## config.mk

```make
export PLATFORM = sky130hd
export DESIGN_NAME = cam_stream_tx_flat
export DESIGN_NICKNAME = d
export VERILOG_FILES = /design/src/rtl/cam_stream_pkg.sv /design/src/rtl/cam_stream_tx_if.sv /design/src/rtl/cam_pattern_gen.sv /design/src/rtl/cam_stream_tx.sv /design/src/flat_wrapper.sv
export SDC_FILE = /design/constraint.sdc
export NUM_CORES = 1
export LEC_CHECK = 0
export BUFFER_PORTS_ARGS = -buffer_cell sky130_fd_sc_hd__buf_2
export CORE_ASPECT_RATIO = 0.75
export CORE_MARGIN = 8
export CORE_UTILIZATION = 29
export CTS_CLUSTER_DIAMETER = 80
export DETAILED_ROUTE_END_ITERATION = 10
export PLACE_DENSITY = 0.51
export RECOVER_POWER = 25
export SYNTH_ARGS = -nofsm -noshare
export SYNTH_HDL_FRONTEND = slang
export SYNTH_SLANG_ARGS = --single-unit
```

## constraint.sdc

```tcl
create_clock -name CLK -period 3.31 [get_ports CLK]
set_clock_uncertainty 0.2 [all_clocks]
set_input_delay 0.1655 -clock CLK [delete_from_list [all_inputs] [get_ports CLK]]
set_output_delay 0.1655 -clock CLK [all_outputs]
set_load 0.02 [all_outputs]
```

## src/rtl/cam_stream_pkg.sv

```systemverilog
// cam_stream_pkg: shared types and constants for the camera stream transmitter.
//   - cam_state_e : frame-level FSM states
//   - PAT_*       : PATTERN_SEL codes
//   - BAR_COLOURS : RGB565 colour-bar palette, left to right
//   - CRC16-CCITT constants and byte-update helper (only with CAM_STREAM_CRC_EN)
package cam_stream_pkg;

  typedef enum logic [2:0] {
    StIdle,
    StVsync,
    StVback,
    StActive,
    StVfront
  } cam_state_e;

  localparam logic [1:0] PAT_BARS    = 2'd0;
  localparam logic [1:0] PAT_RAMP    = 2'd1;
  localparam logic [1:0] PAT_CHECKER = 2'd2;
  localparam logic [1:0] PAT_FCNT    = 2'd3;

  localparam logic [15:0] BAR_COLOURS [8] = '{
    16'hFFFF, 16'hFFE0, 16'h07FF, 16'h07E0, 16'hF81F, 16'hF800, 16'h001F, 16'h0000
  };

`ifdef CAM_STREAM_CRC_EN
  localparam logic [15:0] CRC_POLY = 16'h1021;
  localparam logic [15:0] CRC_INIT = 16'hFFFF;

  // MSB-first CRC-16-CCITT update over one byte.
  function automatic logic [15:0] crc16_ccitt_byte(input logic [15:0] crc, input logic [7:0] data);
    logic [15:0] c;
    logic        fb;
    c = crc;
    for (int i = 7; i >= 0; i--) begin
      fb = c[15] ^ data[i];
      c  = {c[14:0], 1'b0};
      if (fb) c = c ^ CRC_POLY;
    end
    return c;
  endfunction
`endif

endpackage

```

## src/rtl/cam_stream_tx_if.sv

```systemverilog
// cam_stream_tx_if: OV7670-style pixel stream (PCLK, VSYNC, HREF, 8-bit data).
//   master : driven by the transmitter
//   slave  : observed by a receiver / monitor
interface cam_stream_tx_if;
  logic       PCLK;
  logic       CamVsync;
  logic       CamHsync;
  logic [7:0] CamData;

  modport master (output PCLK, CamVsync, CamHsync, CamData);
  modport slave  (input  PCLK, CamVsync, CamHsync, CamData);
endinterface

```

## src/rtl/cam_pattern_gen.sv

```systemverilog
// cam_pattern_gen: combinational RGB565 test-pattern pixel.
//   x, y      : pixel coordinates within the active window
//   sel       : PAT_BARS / PAT_RAMP / PAT_CHECKER / PAT_FCNT
//   frame_cnt : frame count latched for the current frame
//   pix       : 16-bit RGB565 pixel
module cam_pattern_gen
  import cam_stream_pkg::*;
#(
  parameter int unsigned H_ACTIVE = 640
) (
  input  logic [15:0] x,
  input  logic [15:0] y,
  input  logic [1:0]  sel,
  input  logic [7:0]  frame_cnt,
  output logic [15:0] pix
);

  localparam int unsigned BAR_W = H_ACTIVE / 8;

  logic [15:0] bar;
  logic        unused_y;

  // Only y[4] matters (checker cell size 16).
  assign unused_y = ^{y[15:5], y[3:0]};

  always_comb begin
    bar = x / 16'(BAR_W);
    if (bar > 16'd7) bar = 16'd7;
    pix = '0;
    case (sel)
      PAT_BARS:    pix = BAR_COLOURS[bar[2:0]];
      PAT_RAMP:    pix = {x[7:3], x[7:2], x[7:3]};
      PAT_CHECKER: pix = (x[4] ^ y[4]) ? 16'hFFFF : 16'h0000;
      PAT_FCNT:    pix = {frame_cnt, frame_cnt};
      default:     pix = '0;
    endcase
  end

endmodule

```

## src/rtl/cam_stream_tx.sv

```systemverilog
// cam_stream_tx: OV7670-style camera stream transmitter driven by internal test patterns.
//   CLK, RST_N   : system clock, async active-low reset
//   EN           : stream frames continuously while high (sampled at frame boundaries)
//   PATTERN_SEL  : pattern code, latched at frame start
//   cam          : PCLK (= CLK/2), CamVsync, CamHsync (HREF), CamData (RGB565, high byte first)
//   FRAME_DONE   : one-CLK pulse after the last byte of the front porch
//   FRAME_CNT    : completed frames, wrapping
//   FRAME_CRC    : CRC-16-CCITT of the frame's active bytes (only with CAM_STREAM_CRC_EN)
// Stream outputs and counters move only on "tick" (the CLK edge where PCLK falls), so they
// are stable at PCLK rising edges.
module cam_stream_tx
  import cam_stream_pkg::*;
#(
  parameter int unsigned H_ACTIVE    = 640,
  parameter int unsigned H_BLANK     = 144,
  parameter int unsigned V_ACTIVE    = 480,
  parameter int unsigned VSYNC_LINES = 3,
  parameter int unsigned V_BACK      = 17,
  parameter int unsigned V_FRONT     = 10
) (
  input  logic                   CLK,
  input  logic                   RST_N,
  input  logic                   EN,
  input  logic [1:0]             PATTERN_SEL,
  cam_stream_tx_if.master        cam,
  output logic                   FRAME_DONE,
  output logic [7:0]             FRAME_CNT
`ifdef CAM_STREAM_CRC_EN
  ,
  output logic [15:0]            FRAME_CRC
`endif
);

  localparam int unsigned BX_TOTAL = 2 * (H_ACTIVE + H_BLANK);
  localparam int unsigned LY_TOTAL = VSYNC_LINES + V_BACK + V_ACTIVE + V_FRONT;
  localparam int unsigned BX_W     = $clog2(BX_TOTAL);
  localparam int unsigned LY_W     = $clog2(LY_TOTAL);
  localparam int unsigned Y0       = VSYNC_LINES + V_BACK;

  localparam logic [BX_W-1:0] BX_LAST        = BX_W'(BX_TOTAL - 1);
  localparam logic [BX_W-1:0] BX_HREF        = BX_W'(2 * H_ACTIVE);
  localparam logic [LY_W-1:0] LY_VSYNC_LAST  = LY_W'(VSYNC_LINES - 1);
  localparam logic [LY_W-1:0] LY_VBACK_LAST  = LY_W'(Y0 - 1);
  localparam logic [LY_W-1:0] LY_ACTIVE_LAST = LY_W'(Y0 + V_ACTIVE - 1);
  localparam logic [LY_W-1:0] LY_LAST        = LY_W'(LY_TOTAL - 1);

  cam_state_e      state_q, state_d;
  logic [BX_W-1:0] bx_q, bx_d;
  logic [LY_W-1:0] ly_q, ly_d;
  logic [1:0]      sel_q, sel_d;
  logic            pclk_q;
  logic            vsync_q, href_q, href_d;
  logic [7:0]      data_q, data_d;
  logic            frame_done_q;
  logic [7:0]      frame_cnt_q;
  logic [15:0]     pix_x, pix_y, pix;
  logic            tick, line_end, frame_end;

  assign tick      = pclk_q;
  assign line_end  = (bx_q == BX_LAST);
  assign frame_end = tick && (state_q == StVfront) && line_end && (ly_q == LY_LAST);

  always_comb begin
    state_d = state_q;
    bx_d    = bx_q;
    ly_d    = ly_q;
    sel_d   = sel_q;
    if (tick) begin
      if (state_q != StIdle) begin
        if (line_end) begin
          bx_d = '0;
          ly_d = (ly_q == LY_LAST) ? '0 : ly_q + 1'b1;
        end else begin
          bx_d = bx_q + 1'b1;
        end
      end
      case (state_q)
        StIdle: begin
          if (EN) begin
            state_d = StVsync;
            sel_d   = PATTERN_SEL;
          end
        end
        StVsync:  if (line_end && ly_q == LY_VSYNC_LAST) state_d = StVback;
        StVback:  if (line_end && ly_q == LY_VBACK_LAST) state_d = StActive;
        StActive: if (line_end && ly_q == LY_ACTIVE_LAST) state_d = StVfront;
        StVfront: begin
          if (frame_end) begin
            if (EN) begin
              state_d = StVsync;
              sel_d   = PATTERN_SEL;
            end else begin
              state_d = StIdle;
            end
          end
        end
        default: state_d = StIdle;
      endcase
    end
  end

  // Outputs are registered from the next position so they line up with the counters.
  assign pix_x = 16'(bx_d >> 1);
  assign pix_y = 16'(ly_d) - 16'(Y0);

  cam_pattern_gen #(
    .H_ACTIVE (H_ACTIVE)
  ) u_pattern (
    .x         (pix_x),
    .y         (pix_y),
    .sel       (sel_d),
    .frame_cnt (frame_cnt_q),
    .pix       (pix)
  );

  always_comb begin
    href_d = (state_d == StActive) && (bx_d < BX_HREF);
    data_d = '0;
    if (href_d) data_d = bx_d[0] ? pix[7:0] : pix[15:8];
  end

  always_ff @(posedge CLK or negedge RST_N) begin
    if (!RST_N) begin
      state_q      <= StIdle;
      bx_q         <= '0;
      ly_q         <= '0;
      sel_q        <= '0;
      pclk_q       <= 1'b0;
      vsync_q      <= 1'b0;
      href_q       <= 1'b0;
      data_q       <= '0;
      frame_done_q <= 1'b0;
      frame_cnt_q  <= '0;
    end else begin
      pclk_q       <= ~pclk_q;
      frame_done_q <= frame_end;
      if (tick) begin
        state_q <= state_d;
        bx_q    <= bx_d;
        ly_q    <= ly_d;
        sel_q   <= sel_d;
        vsync_q <= (state_d == StVsync);
        href_q  <= href_d;
        data_q  <= data_d;
        if (frame_end) frame_cnt_q <= frame_cnt_q + 1'b1;
      end
    end
  end

`ifdef CAM_STREAM_CRC_EN
  logic [15:0] crc_q, frame_crc_q;

  always_ff @(posedge CLK or negedge RST_N) begin
    if (!RST_N) begin
      crc_q       <= CRC_INIT;
      frame_crc_q <= CRC_INIT;
    end else if (tick) begin
      if (frame_end) begin
        frame_crc_q <= crc_q;
        crc_q       <= CRC_INIT;
      end else if (href_d) begin
        crc_q <= crc16_ccitt_byte(crc_q, data_d);
      end
    end
  end

  assign FRAME_CRC = frame_crc_q;
`endif

  assign cam.PCLK     = pclk_q;
  assign cam.CamVsync = vsync_q;
  assign cam.CamHsync = href_q;
  assign cam.CamData  = data_q;
  assign FRAME_DONE   = frame_done_q;
  assign FRAME_CNT    = frame_cnt_q;

endmodule

```

## src/flat_wrapper.sv

```systemverilog
// flat-port wrapper written by rule: the top's interface ports become plain ports
module cam_stream_tx_flat import cam_stream_pkg::*;
#(
  parameter int unsigned H_ACTIVE    = 640,
  parameter int unsigned H_BLANK     = 144,
  parameter int unsigned V_ACTIVE    = 480,
  parameter int unsigned VSYNC_LINES = 3,
  parameter int unsigned V_BACK      = 17,
  parameter int unsigned V_FRONT     = 10
)
  (CLK, RST_N, EN, PATTERN_SEL, FRAME_DONE, FRAME_CNT, cam_PCLK, cam_CamVsync, cam_CamHsync, cam_CamData);
  cam_stream_tx_if cam_i ();
  input  logic CLK;
  input  logic RST_N;
  input  logic EN;
  input  logic [1:0] PATTERN_SEL;
  output logic FRAME_DONE;
  output logic [7:0] FRAME_CNT;
  output wire logic [$bits(cam_i.PCLK)-1:0] cam_PCLK;
  output wire logic [$bits(cam_i.CamVsync)-1:0] cam_CamVsync;
  output wire logic [$bits(cam_i.CamHsync)-1:0] cam_CamHsync;
  output wire logic [$bits(cam_i.CamData)-1:0] cam_CamData;
  assign cam_PCLK = cam_i.PCLK;
  assign cam_CamVsync = cam_i.CamVsync;
  assign cam_CamHsync = cam_i.CamHsync;
  assign cam_CamData = cam_i.CamData;
  cam_stream_tx #(.H_ACTIVE(H_ACTIVE), .H_BLANK(H_BLANK), .V_ACTIVE(V_ACTIVE), .VSYNC_LINES(VSYNC_LINES), .V_BACK(V_BACK), .V_FRONT(V_FRONT)) u_core (.CLK(CLK), .RST_N(RST_N), .EN(EN), .PATTERN_SEL(PATTERN_SEL), .cam(cam_i), .FRAME_DONE(FRAME_DONE), .FRAME_CNT(FRAME_CNT));
endmodule
```

==> results of run 1 <==
[repair_timing]
action / CTS / global route
endpoints found under the setup margin: 0 / 7
endpoints found under the hold margin: 45 / 0
resized for setup: 0 / 5
hold buffers: 1 / 0
[flip-flops by register name, indices dropped and copies added (netlist names)]
register,flops
u_core.ly_q,9
u_core.FRAME_DONE,1
u_core.state_q,3
u_core.cam.PCLK,1
u_core.FRAME_CNT,8
u_core.cam.CamHsync,1
u_core.cam.CamVsync,1
u_core.sel_q,2
u_core.bx_q,11
u_core.cam.CamData,8
[cells in the final DEF (no fill, tap or decap), types with 7 or more instances in the layout]
cell type	instances
sky130_fd_sc_hd__nand3_1	20
sky130_fd_sc_hd__nor3_1	8
sky130_fd_sc_hd__nor2_1	17
sky130_fd_sc_hd__dfrtp_1	45
sky130_fd_sc_hd__clkbuf_1	21
sky130_fd_sc_hd__nand4_1	8
sky130_fd_sc_hd__inv_1	15
sky130_fd_sc_hd__a21oi_1	12
sky130_fd_sc_hd__xnor2_1	13
sky130_fd_sc_hd__buf_4	11
sky130_fd_sc_hd__and3_1	8
sky130_fd_sc_hd__a31oi_1	8
sky130_fd_sc_hd__o21ai_0	17
sky130_fd_sc_hd__o31ai_1	7
sky130_fd_sc_hd__nand2_1	39
[through the flow]
stage	hold WS [ns]	total power [mW]
2_1_floorplan	-0.330	0.561
3_3_place_gp	0.204	0.576
3_5_place_dp	0.207	0.576
4_1_cts	0.121	1.08
5_1_grt	0.0564	1.10
6_report	0.0457	1.07
[layer usage]
layer / part of all wire, % / vias up / routed length, µm
met4: 1.8 / 0 / 145
met1: 52 / 1307 / 4270
met3: 5.2 / 10 / 428
met5: 0 / - / 0
li1: - / 1295 / -
met2: 41 / 79 / 3350
[area by class of cell]
class,count,share of cell area [%]
Inverter,16,1.75
Clock buffer,6,3.75
Multi-Input combinational cell,252,50.9
Sequential cell,45,32.8
Tap cell,136,4.95
Timing Repair Buffer,36,5.46
Clock inverter,2,0.437
[cells in the mapped netlist (3+ instances only)]
master                     instances
sky130_fd_sc_hd__dfrtp_1          45
sky130_fd_sc_hd__nand2_1          39
sky130_fd_sc_hd__nand3_1          20
sky130_fd_sc_hd__o21ai_0          18
sky130_fd_sc_hd__nor2_1           17
sky130_fd_sc_hd__inv_1            15
sky130_fd_sc_hd__a21oi_1          13
sky130_fd_sc_hd__xnor2_1          13
sky130_fd_sc_hd__a31oi_1           8
sky130_fd_sc_hd__and3_1            8
sky130_fd_sc_hd__nand4_1           8
sky130_fd_sc_hd__nor3_1            8
sky130_fd_sc_hd__o31ai_1           8
sky130_fd_sc_hd__a221o_1           5
sky130_fd_sc_hd__clkbuf_1          5
sky130_fd_sc_hd__ha_1              5
sky130_fd_sc_hd__and2_1            4
sky130_fd_sc_hd__nor4_1            4
sky130_fd_sc_hd__a211o_1           3
sky130_fd_sc_hd__a21o_1            3
sky130_fd_sc_hd__a22o_1            3
sky130_fd_sc_hd__a311oi_1          3
sky130_fd_sc_hd__buf_2             3
sky130_fd_sc_hd__buf_4             3
sky130_fd_sc_hd__nor3b_1           3
sky130_fd_sc_hd__nor4_4            3
sky130_fd_sc_hd__o211ai_1          3
sky130_fd_sc_hd__o41ai_1           3
[power groups by stage]
stage	sequential, mW	clock (mW)	combinational, mW
2_1_floorplan	0.560	0	0.000482
3_3_place_gp	0.560	0	0.0160
3_5_place_dp	0.560	0	0.0163
4_1_cts	0.550	0.510	0.0174
5_1_grt	0.549	0.533	0.0192
6_report	0.550	0.501	0.0166
[kinds of logic after synthesis]
logic type,synth area share (%)
compound gates,24.9
xor+xnor,6.03
fa+ha+maj,2.09
buf+inv,4.27
flops,37.7
mux,0.712
simple gates,24.3
[worst register-to-register path, delay by kind of cell (launching register included)]
family | cells | cell delay (ns)
and+or+nand+nor | 3 | 1.09
DFF | 1 | 0.48
AOI/OAI and AO/OA | 5 | 1.25
[how the worst max path moves through the flow]
stage / from / to / slack [ns] / depth (start not counted)
after CTS: u_core.bx_q[8]$_DFFE_PN0P_ / u_core.cam.CamData[2]$_DFFE_PN0P_ / 0.14 / 8
after detailed placement: u_core.bx_q[8]$_DFFE_PN0P_ / u_core.cam.CamData[2]$_DFFE_PN0P_ / 0.20 / 8
after floorplan: u_core.cam.PCLK$_DFF_PN0_ / u_core.cam.CamData[4]$_DFFE_PN0P_ / 0.50 / 9
after global routing: u_core.bx_q[8]$_DFFE_PN0P_ / u_core.cam.CamData[4]$_DFFE_PN0P_ / 0.05 / 8
after global placement: u_core.bx_q[8]$_DFFE_PN0P_ / u_core.cam.CamData[2]$_DFFE_PN0P_ / 0.20 / 8
final: u_core.bx_q[8]$_DFFE_PN0P_ / u_core.cam.CamData[4]$_DFFE_PN0P_ / 0.22 / 8
==> results.rst, run 1 <==
.. list-table::
   :header-rows: 1

   * - Metric
     - Value
   * - Number of DRC violations after detailed routing
     - 0
   * - Dpl cells
     - 484
   * - Number of buffers inserted to repair setup after CTS
     - 0
   * - Core utilization of the finished layout
     - 33.8%
   * - Core area
     - 10,200 µm²
   * - Via/cell ratio
     - 5.46
   * - Top-level port count
     - 25
   * - Maximum resistive drop on vdd
     - 0.189 mV
   * - Slack of the critical path
     - 0.221 ns
   * - Layer with the highest usage
     - met1
   * - Share of final-layout standard cells stronger than drive strength 1
     - 13.2%
   * - CTS Root Buffer Type
     - sky130_fd_sc_hd__clkbuf_16
   * - Net switching power figure
     - 0.235 mW
   * - Sum of negative setup slack
     - 0 ns
   * - Kind of capture point of the worst setup path
     - register
   * - Number of register bits inferred by synthesis
     - 45
   * - Sum of buffers and inverters on the critical path
     - 0
   * - Slowest-stage cell, CP
     - sky130_fd_sc_hd__dfrtp_1
   * - Number of buffers between clock root and the deepest sink
     - 2
   * - Comb pwr share
     - 1.6%
   * - Pins Over Slew Limit
     - 0
   * - Worst reg2reg endpoint
     - u_core.cam.CamData[4]$_DFFE_PN0P_
   * - X dimension of the die
     - 133 µm
   * - Number of nets in the final layout
     - 366
   * - Total routing usage reported by global routing
     - 12.1%
   * - Clk_lat worst skew
     - 0.29 ns
   * - Sequential area share after synthesis
     - 37.7%
   * - Cell leakage power
     - 1.43 nW
   * - Overflow after GRT
     - 0
   * - Hold Crit Endpoint
     - u_core.sel_q[0]$_DFFE_PN0P_
   * - Synth Net Count
     - 335
   * - Average instance area after synthesis
     - 9.19 µm²
   * - Initial core utilization
     - 29.4%
   * - Hold Path Cell Cnt
     - 3
   * - Worst slew margin relative to its limit
     - 22.3%
   * - Routed via count
     - 2,691
   * - Share of the clock period used by the worst path after layout
     - 93.3%
   * - CP Class
     - register to register
   * - Dominant cell type by area after synthesis
     - sky130_fd_sc_hd__dfrtp_1
   * - Largest incremental delay on the critical path
     - 0.48 ns
   * - Dominant synthesized flop cell
     - sky130_fd_sc_hd__dfrtp_1
   * - Reg-to-reg critical path startpoint
     - u_core.bx_q[8]$_DFFE_PN0P_
   * - Transition time at the pin with the least slew margin
     - 1.17 ns
   * - Internal portion of total power
     - 0.833 mW
   * - Post-synthesis cell type count
     - 66
   * - CP startpoint kind
     - register
   * - Top fanout value on the critical path
     - 9
   * - Number of clock sinks
     - 45
   * - Number of buffers created by CTS
     - 5
   * - Count of flip-flops with a built-in enable after synthesis
     - 0
   * - Clock transition at path regs
     - 0.07 ns
   * - Result of the run
     - completed
   * - P&R area growth vs syn
     - 15.1%
   * - RSZ-0062 raised after global routing
     - no
   * - Synth async-reset ratio
     - 100%
   * - Number of synthesis warnings
     - 0
   * - Global routing met2 resource utilization
     - 17.0%
   * - Maximum level of the CTS H-tree
     - 2
   * - Ant. Diodes
     - 0
   * - Classification of the worst-slack hold path
     - input pin to register
   * - Cell area after placement
     - 3290 µm²
   * - FILL cells
     - 1,112
   * - CTS tree
     - yes
   * - Clock Power Share
     - 46.9%
   * - Wire length of the first global-routing pass
     - 14.0 mm
   * - PD cells
     - 311 nW/µm²
   * - PortBufs
     - 24
   * - GR met1 Demand/Resource
     - 18.4%
   * - Maxcap violations
     - 0
   * - Post-Syn Instances
     - 325
   * - Crit-path leading delay family
     - compound AO/OA/AOI/OAI gates
   * - Number of design-rule violations left by the first detailed-router iteration
     - 255
   * - Top cell type's share of synthesized area
     - 37.7%
   * - Top area cells in the synthesized netlist
     - sky130_fd_sc_hd__dfrtp_1 (38%), sky130_fd_sc_hd__nand2_1 (4.9%), sky130_fd_sc_hd__xnor2_1 (3.8%)
   * - Required time at the endpoint of the critical path
     - 3.34 ns
   * - Number of search-and-repair iterations in the first detailed-routing pass
     - 5
   * - Worst Min Path Start
     - PATTERN_SEL[0]
   * - Cell area after technology mapping
     - 2990 µm²
   * - Switching power as a share of total power
     - 22.0%
   * - Minimum setup slack after placement
     - 0.201 ns
   * - Detailed Route WL
     - 8.20 mm
   * - Die H
     - 104 µm
   * - R2R cell count
     - 8
   * - Die ar.
     - 13,800 µm²
   * - Number of nets still failing antenna checks after routing
     - 0
   * - Cell chain of the critical path
     - nor4_4, nand4_4, nor4_1, o311ai_2, a221oi_4, o211ai_1, a31oi_1, a221o_1
   * - Met3 track demand over resource
     - 1.64%
   * - Flip-flop and latch area
     - 1130 µm²
   * - Reg2reg setup slack
     - 0.22 ns
   * - Area used by multi-input combinational logic
     - 1750 µm²
   * - Post-route minimum period
     - 3.09 ns
   * - Average routed wire per standard cell
     - 16.6 µm
   * - Proportion of power drawn by flip-flops and latches
     - 51.5%
   * - Row cnt
     - 32
   * - Finished Cell Area
     - 3440 µm²
   * - Data arrival at the endpoint of the critical path
     - 3.12 ns
   * - Final std cells w/o fill
     - 493
   * - Fmax
     - 0.324 GHz
   * - Routability Congestion
     - 0.805
   * - Pin count of the biggest net entering global routing
     - 46
   * - Final number of setup-violating endpoints
     - 0
   * - Final Hold Fails
     - 0
   * - Final HPWL from detailed placement
     - 6.08 mm
   * - Number of global-route vias before repair
     - 2,597
   * - Number of antenna violations at the first check in global routing
     - 0
No activity file was read; power rests on OpenSTA's default activity.
==> run 2: changes to the inputs <==
--- a/config.mk
+++ b/config.mk
@@ -5,13 +5,13 @@
 export SDC_FILE = /design/constraint.sdc
 export NUM_CORES = 1
 export LEC_CHECK = 0
-export BUFFER_PORTS_ARGS = -buffer_cell sky130_fd_sc_hd__buf_2
 export CORE_ASPECT_RATIO = 0.75
 export CORE_MARGIN = 8
 export CORE_UTILIZATION = 29
 export CTS_CLUSTER_DIAMETER = 80
 export DETAILED_ROUTE_END_ITERATION = 10
-export PLACE_DENSITY = 0.51
+export DONT_BUFFER_PORTS = 1
+export PLACE_DENSITY = 0.5
 export RECOVER_POWER = 25
 export SYNTH_ARGS = -nofsm -noshare
 export SYNTH_HDL_FRONTEND = slang
==> constraint.sdc (replaced) <==
create_clock -name CLK -period 2.7 [get_ports CLK]
set_clock_uncertainty 0.2 [all_clocks]
set_input_delay 0.135 -clock CLK [delete_from_list [all_inputs] [get_ports CLK]]
set_output_delay 0.135 -clock CLK [all_outputs]
set_load 0.02 [all_outputs]
==> run 2 against run 1 <==
Compared with the run above: the run now ends with negative setup slack left; final cell count rose by 14%; combinational power rose by 8%; total power rose by 31%; sequential share of layout area fell by 6.5 points; die area did not move; clock-buffer cell count fell by 1; routed wire length rose by 15%; non-clock buffer count rose by 66; critical path depth rose by 1.
==> results.rst, run 2 (synthesized netlist as in run 1, its figures left out) <==
.. list-table::
   :header-rows: 1

   * - Metric
     - Value
   * - Result of the run
     - finished, violations left
   * - Failing checks
     - negative setup slack
   * - Sum of buffers and inverters on the critical path
     - 2
   * - Total stage count of the critical path
     - 9
   * - Share of the clock period used by the worst path after layout
     - 108%
   * - Final Hold Fails
     - 0
   * - Maximum level of the CTS H-tree
     - 2
   * - PortBufs
     - 0
   * - Average routed wire per standard cell
     - 16.8 µm
   * - CP Class
     - register to register
   * - Internal portion of total power
     - 1.12 mW
   * - CP startpoint kind
     - register
   * - RSZ-0062 raised after global routing
     - yes
   * - CTS tree
     - yes
   * - Number of flip-flops under the largest register name
     - 11
   * - Most used cell along the critical path
     - sky130_fd_sc_hd__buf_4
   * - Slowest-stage cell, CP
     - sky130_fd_sc_hd__or4_1
   * - X dimension of the die
     - 133 µm
   * - Number of search-and-repair iterations in the first detailed-routing pass
     - 4
   * - Row cnt
     - 32
   * - Maxcap violations
     - 0
   * - Most frequent standard cell in the layout excluding fill and tap cells
     - sky130_fd_sc_hd__buf_4
   * - Proportion of power drawn by flip-flops and latches
     - 48.1%
   * - Number of nets still failing antenna checks after routing
     - 0
   * - Number of antenna violations at the first check in global routing
     - 0
   * - Length of routed met2 wiring
     - 4.23 mm
   * - Length of routed wiring on met1
     - 4.62 mm
   * - Maximum resistive drop on vdd
     - 0.256 mV
   * - Routability Congestion
     - 0.804
   * - Classification of the worst-slack hold path
     - input pin to register
   * - Number of nets in the final layout
     - 433
   * - Core area
     - 10,200 µm²
   * - Ant. Diodes
     - 0
   * - Clock transition at path regs
     - 0.07 ns
   * - Number of design-rule violations left by the first detailed-router iteration
     - 188
   * - Slack of the critical path
     - -0.214 ns
   * - Die H
     - 104 µm
   * - Clk_lat worst skew
     - 0.29 ns
   * - Net switching power figure
     - 0.287 mW
   * - Top Registers
     - u_core.bx_q (11), u_core.ly_q (9)
   * - Switching power as a share of total power
     - 20.5%
   * - Number of DRC violations after detailed routing
     - 0
   * - Routed wire length on met3
     - 351 µm
   * - Worst slew margin relative to its limit
     - 23.9%
   * - Cell chain of the critical path
     - buf_4, buf_4, or4_1, a311oi_2, a41o_1, a21oi_1, o211ai_1, a31oi_1, a221o_1
   * - Data arrival at the endpoint of the critical path
     - 2.89 ns
   * - CTS Root Buffer Type
     - sky130_fd_sc_hd__clkbuf_16
   * - Final HPWL from detailed placement
     - 6.70 mm
   * - Biggest register
     - u_core.bx_q
   * - Commonest non-fill, non-tap cells in the layout
     - sky130_fd_sc_hd__buf_4 (96), sky130_fd_sc_hd__dfrtp_1 (42), sky130_fd_sc_hd__nand2_1 (37)
   * - Final-layout worst hold slack
     - 0.0765 ns
   * - Cell leakage power
     - 1.91 nW
   * - Initial core utilization
     - 29.4%
   * - Final number of setup-violating endpoints
     - 8
   * - Clock Power Share
     - 50.7%
   * - Number of buffers created by CTS
     - 5
   * - Minimum setup slack after placement
     - -0.259 ns
   * - R2R cell count
     - 9
   * - Overflow after GRT
     - 0
   * - Number of global-route vias before repair
     - 2,895
   * - Finished Cell Area
     - 4310 µm²
   * - Core utilization of the finished layout
     - 42.4%
   * - Top-level port count
     - 25
   * - Share of final-layout standard cells stronger than drive strength 1
     - 39.2%
   * - Total routing usage reported by global routing
     - 13.6%
   * - PD cells
     - 325 nW/µm²
   * - Post-route minimum period
     - 2.91 ns
   * - Fmax
     - 0.343 GHz
   * - P&R area growth vs syn
     - 44.3%
   * - Transition time at the pin with the least slew margin
     - 1.14 ns
   * - Kind of capture point of the worst setup path
     - register
   * - Largest incremental delay on the critical path
     - 0.58 ns
   * - Cell area after placement
     - 3720 µm²
   * - Top layer used by detailed routing
     - met4
   * - Via/cell ratio
     - 5.29
   * - Top fanout value on the critical path
     - 4
   * - Comb pwr share
     - 1.3%
   * - Number of clock sinks
     - 45
   * - Total Power Consumption
     - 1.40 mW
   * - Wire length of the first global-routing pass
     - 15.3 mm
   * - Detailed Route WL
     - 9.42 mm
   * - Crit-path leading delay family
     - compound AO/OA/AOI/OAI gates
   * - Pins Over Slew Limit
     - 0
   * - Pin count of the biggest net entering global routing
     - 46
   * - Number of buffers between clock root and the deepest sink
     - 2
   * - Required time at the endpoint of the critical path
     - 2.67 ns
   * - Hold Path Cell Cnt
     - 4
   * - Routed via count
     - 2,962
   * - Die ar.
     - 13,800 µm²
## run 2: cell types whose count changed in the layout (fill, tap and decap cells not counted), sizes merged
cell / before / now
buf: 14 / 99
clkbuf: 27 / 6
bufinv: 0 / 1
clkinv: 0 / 1
clkinvlp: 2 / 1
dlygate4sd3: 1 / 2
o211ai: 4 / 5
## run 2: through the flow
stage | setup TNS, ns | std cells
finish | -1.44 | 560
floorplan | -0.00279 | 325
global placement | -1.38 | 532
detailed placement | -1.84 | 532
global route | -2.23 | 560
CTS | -0.949 | 554
## run 2: what timing repair did
action | CTS | global route
hold buffers | 3 | 0
resized for setup | 28 | 25
hold endpoints to repair | 46 | 0
gates cloned | 1 | 0
endpoints found under the setup margin | 8 | 11
pin swaps | 13 | 19
buffers inserted | 10 | 6
## run 2: layout make-up
class	count	area, µm²
tap	136	170
clock inverter	3	46.3
multi-input combinational	253	2000
sequential	45	1130
fill	1007	5860
timing repair buffer	102	779
inverter	16	60.1
clock buffer	5	125
## run 2: final timing paths
path / start / end / slack (ns)
worst max-delay path: u_core.bx_q[6]$_DFFE_PN0P_ / u_core.cam.CamData[3]$_DFFE_PN0P_ / -0.21
worst min-delay path: PATTERN_SEL[1] / u_core.sel_q[1]$_DFFE_PN0P_ / 0.08
worst max register to register: u_core.bx_q[6]$_DFFE_PN0P_ / u_core.cam.CamData[3]$_DFFE_PN0P_ / -0.21
worst min register to register: u_core.ly_q[7]$_DFFE_PN0P_ / u_core.ly_q[7]$_DFFE_PN0P_ / 0.34
max in group asynchronous: RST_N / u_core.bx_q[6]$_DFFE_PN0P_ / 1.09
min in group asynchronous: RST_N / u_core.cam.CamVsync$_DFFE_PN0P_ / 0.44
## run 2: power by group through the flow
stage	Combinational, mW	Clock (mW)	Sequential (mW)
global placement	0.000628	0	0.687
CTS	0.0229	0.734	0.674
global route	0.0213	0.758	0.673
detailed placement	0.000625	0	0.687
finish	0.0179	0.711	0.674
floorplan	0.000591	0	0.687
## run 2: layer usage
layer / vias to the layer above / GRT usage, %
met4: 0 / 5.52
met2: 59 / 20.3
met5: - / 0
li1: 1436 / -
met3: 17 / 2.32
met1: 1450 / 19.1
## run 2: worst reg2reg max path: cells and delay by family (launching register included)
family | cells | cell delay (ns)
DFF | 1 | 0.43
AOI/OAI and AO/OA | 6 | 1.32
buffers and inverters | 2 | 0.27
and+or+nand+nor | 1 | 0.58
